===== src/rtl/dl_mac_result_collector.sv =====
// Result collector behind the DLFloat16 MAC: buffers each valid result in a
// show-ahead FIFO and tracks sticky exception status, drops and an accepted-beat count.
module dl_mac_result_collector #(
    parameter int DEPTH = 8,
    parameter int CNT_W = 16
) (
    input  logic                     clk,
    input  logic                     rst_n,
    input  logic                     in_valid,
    input  logic [19:0]              in_result,
    input  logic [4:0]               in_flags,
    output logic                     out_valid,
    input  logic                     out_ready,
    output logic [15:0]              out_data,
    output logic [4:0]               out_flags,
    output logic [4:0]               sticky_flags,
    input  logic                     sticky_clr,
    output logic                     drop_err,
    output logic [$clog2(DEPTH):0]   level,
    output logic [CNT_W-1:0]         result_cnt
);

    localparam int AW = $clog2(DEPTH);
    localparam int LW = AW + 1;
    localparam logic [LW-1:0] FULL_LVL = LW'(DEPTH);

    logic [20:0]   mem [DEPTH];
    logic [AW-1:0] wr_ptr;
    logic [AW-1:0] rd_ptr;
    logic          push;
    logic          pop;
    logic          full;
    logic          drop;
    logic [4:0]    cap_flags;

    // Nonzero overflow bits above the 16-bit value mean the result was rounded: fold into inexact.
    function automatic logic [4:0] capture_flags(input logic [4:0] flags, input logic [3:0] upper);
        return {flags[4], flags[3] | (|upper), flags[2:0]};
    endfunction

    always_comb begin
        full      = (level == FULL_LVL);
        out_valid = (level != '0);
        pop       = out_valid & out_ready;
        push      = in_valid & (~full | pop);
        drop      = in_valid & full & ~pop;
        cap_flags = capture_flags(in_flags, in_result[19:16]);
        {out_flags, out_data} = mem[rd_ptr];
    end

    // Storage is data only, left unreset; occupancy is governed by the pointers.
    always_ff @(posedge clk) begin
        if (push) begin
            mem[wr_ptr] <= {cap_flags, in_result[15:0]};
        end
    end

    always_ff @(posedge clk or negedge rst_n) begin
        if (!rst_n) begin
            wr_ptr       <= '0;
            rd_ptr       <= '0;
            level        <= '0;
            sticky_flags <= '0;
            drop_err     <= 1'b0;
            result_cnt   <= '0;
        end else begin
            if (push) begin
                wr_ptr <= wr_ptr + AW'(1);
            end
            if (pop) begin
                rd_ptr <= rd_ptr + AW'(1);
            end
            level <= level + LW'(push) - LW'(pop);

            // A beat arriving with the clear survives it.
            if (sticky_clr) begin
                sticky_flags <= in_valid ? cap_flags : 5'b0;
            end else if (in_valid) begin
                sticky_flags <= sticky_flags | cap_flags;
            end

            if (drop) begin
                drop_err <= 1'b1;
            end else if (sticky_clr) begin
                drop_err <= 1'b0;
            end

            if (push && (result_cnt != '1)) begin
                result_cnt <= result_cnt + CNT_W'(1);
            end
        end
    end

endmodule

===== config.mk =====
export PLATFORM = sky130hd
export DESIGN_NAME = dl_mac_result_collector
export DESIGN_NICKNAME = d
export VERILOG_FILES = /design/src/rtl/dl_mac_result_collector.sv
export SDC_FILE = /design/constraint.sdc
export NUM_CORES = 1
export LEC_CHECK = 0
export ABC_AREA = 1
export BUFFER_PORTS_ARGS = -buffer_cell sky130_fd_sc_hd__buf_2
export CAP_MARGIN = 20
export CORE_UTILIZATION = 39
export DETAILED_ROUTE_END_ITERATION = 8
export MAX_ROUTING_LAYER = met4
export SLEW_MARGIN = 20
export SYNTH_ARGS = -nofsm -noshare
export SYNTH_HDL_FRONTEND = slang
export SYNTH_SLANG_ARGS = --single-unit

===== constraint.sdc =====
create_clock -name clk -period 2.7 [get_ports clk]
set_input_delay 0.135 -clock clk [delete_from_list [all_inputs] [get_ports clk]]
set_output_delay 0.135 -clock clk [all_outputs]
set_load 0.01 [all_outputs]

==> results.ini <==
[placed_design]
place_inst=1092
hpwl_mm=10.4
gp_congestion=0.795
placement.io_buffers=77

[routing]
detailedRoute.firstPassIterationCount=4
routed_wirelength_mm=17.3
via_count=5509
drcViolationCount=0
vias_per_cell=4.84
wire_per_inst_um=15.2
antenna_violating_nets_post_route=0
number_of_drc_markers_after_the_initial_detailed_route_iteration=262

[yosys]
top_cells_by_area_in_the_synthesized_netlist=edfxtp_1, dfrtp_1, nand2_1
synth.ff_latch_count=200
netlist_area_um2=8370
yosysSeqAreaShare_pct=69.8
ys_types=31
postSynthAreaPerCell_um2=11.1
postSynthNetCount=795
ys.flop_type=edfxtp_1
synthDominantCellAreaShare_pct=60.3
yosys_warnings=0
synth_top_area_cell=edfxtp_1
synth_enable_flop_cells=168
netlist_instances=756
synth-async-reset-ratio_pct=16.0

[hold_path]
worstHoldStart=in_result[6]
min-delay-path-class=input port to flip-flop

[die]
design.die.area_um2=22100
floorplan.core_area_um2=21000
num_rows=53
io-pin-count=78
die-width_um=149
initial_cell_density_of_the_core_pct=39.8
die_y_um=149

[clock_tree]
cts_root_buf=clkbuf_16
clock_tree.buffer_depth=2
worstSkewPairLatency_ns=0.43
cts_tree=done
htree_depth=4
number_of_clock_buffers_inserted_by_tritoncts=17
cts.sink_count=200
post-cts-setup-buffer-count=0
clkSlewWorstSetupHoldPaths_ns=0.08

[worst_setup_path]
crit_fanout=53
critical_path_startpoint_category=flip-flop
regToRegStartpoint=level[2]$_DFF_PN0_
required_ns=2.57
timing.critical_path.arrival_ns=2.15
worstSetupEndpointType=primary output
worst-setup-path-type=flip-flop to primary output
worstSetupStartpoint=rd_ptr[0]$_DFFE_PN0N_

[cells_and_area]
final_layout_size_suffix_gt1_share_pct=17.6
fillerInstances=1911
fin_util_pct=47.1
fin_nets=889
final_non_filler_cell_total=1138
antenna-diode-count=0
multiInputGateArea_um2=2290
sequential_cell_area_um2=5850
syn_to_final_growth_pct=18.3

[sta]
setup_viol=0
layout_worst_path_cycle_share_pct=84.7
maxSlewViolCount=0
slew_headroom_pct=41.6
final_hold_viol_count=0
final_period_minus_worst_setup_slack_ns=2.29
maxClockFrequency_mhz=437
rsz0062_at_grt=false
finalClockSkew_ns=0.0107
timing_worst_slew_pin_value_ns=0.875

[grt]
global_route_wire_length_before_repair_mm=28.2
global_route.usage.total_pct=17.3
grt_overflow_total=0
grt_antenna_before_repair=0
number_of_global_route_vias_before_repair=5402
grt_max_degree=54

[job]
cap_viol_max_count=0

[pwr]
power_per_cell_area_nw_per_um2=1020
power.leakage_nw=3.86
vdd_ir_drop_max_mv=0.513

[outcome]
outcome=finished, final reports clean

-- layout by cell type (no fill, tap or decap), types with 4 or more instances in the layout --
cell type	netlist	routed
nand3_1	9	9
o21ai_0	119	119
edfxtp_1	168	168
xor2_1	5	5
xnor2_1	6	6
nand2_1	162	162
dfrtp_1	32	30
o21ai_1	17	17
ha_1	8	8
clkbuf_16	0	17
nor2_1	149	141
inv_2	3	4
buf_2	13	77
inv_1	24	23
dlygate4sd3_1	0	14
nor2_2	1	9
inv_6	0	4
buf_4	1	16
-- cells in the mapped netlist, drive strengths merged, types with 3 or more instances --
cell type and n:
inv 27, nand3 10, ha 8, clkbuf 16, buf 18, edfxtp 168, dfrtp 32, nand2 167
o21ai 136, nor2 153, xnor2 6, nand4 3, xor2 5
-- stage by stage --
step	setup TNS [ns]	cell area, um^2	hold slack (ns)	total power, W	setup WS, ns
after global placement	0	9130	0.256	0.00742	0.614
after detailed placement	0	9130	0.264	0.00745	0.563
after floorplan	-0.768	8370	-0.161	0.00623	-0.00914
final	0	9900	0.00929	0.0101	0.413
after global routing	0	9900	0.0103	0.0107	0.193
after CTS	0	9900	0.000296	0.0102	0.384
-- cell families (layout without fill, tap and decap cells) --
group | count (synthesis) | count (layout) | synth area share, %
and+or+nand+nor | 337 | 337 | 16.2
xor gates and xnor gates | 11 | 11 | 1.15
muxes | 1 | 1 | 0.134
adders and majority gates | 9 | 9 | 1.43
DFF | 200 | 200 | 69.8
buffers and inverters | 61 | 168 | 3.06
AOI/OAI and AO/OA | 137 | 137 | 8.19
-- critical path, stage by stage (launching register included) --
cell	delay (ns)
dfrtp_2	0.47
buf_4	0.50
nor2_1	0.11
nor2_1	0.09
o21ai_0	0.08
o21ai_0	0.08
nand2_1	0.06
nand2_1	0.16
buf_2	0.15
-- cell type report --
cell class,instances,area share [%]
clock buffer,18,4.33
timing repair buffer,109,6.92
inverter,27,1.02
multi-input combinational,495,23.1
sequential,200,59.0
tap,275,3.47
clock inverter,14,2.07
-- sequential cells by signal, indices dropped and copies added, names as in the netlist --
register,flops
mem,168
drop_err,1
rd_ptr,3
wr_ptr,3
sticky_flags,5
level,4
result_cnt,16
-- metal layers --
metal / share of wire [%] / wire, um / GRT usage [%] / vias to the layer above
li1: - / - / - / 2751
met1: 46 / 7920 / 21.9 / 2641
met2: 49 / 8490 / 27.9 / 102
met3: 4.1 / 706 / 3.47 / 15
met4: 1.2 / 208 / 5.10 / 0
met5: 0 / 0 / - / -
-- final timing paths --
kind                                               endpoint  slack (ns)  depth (start not counted)
worst max register to register          mem[0][7]$_DFFE_PP_        0.57                          9
min in group asynchronous        result_cnt[14]$_DFFE_PN0P_        0.31                          2
worst max-delay path                           out_flags[4]        0.41                          8
worst min-delay path                    mem[4][6]$_DFFE_PP_       0.009                          1
max in group asynchronous             rd_ptr[0]$_DFFE_PN0N_        1.84                          2
worst min register to register  sticky_flags[1]$_DFFE_PN0P_        0.53                          2
-- power by group --
| group | internal, W | switching [W] |
|---|---|---|
| clock network | 0.00151 | 0.00120 |
| registers | 0.00381 | 0.000241 |
| logic | 0.00115 | 0.00215 |
-- repair_timing --
action                                 in CTS  in global routing
hold buffers                               14                  0
gates resized for setup                     0                  0
endpoints found under the hold margin     134                  0
No activity file was read; power rests on OpenSTA's default activity.
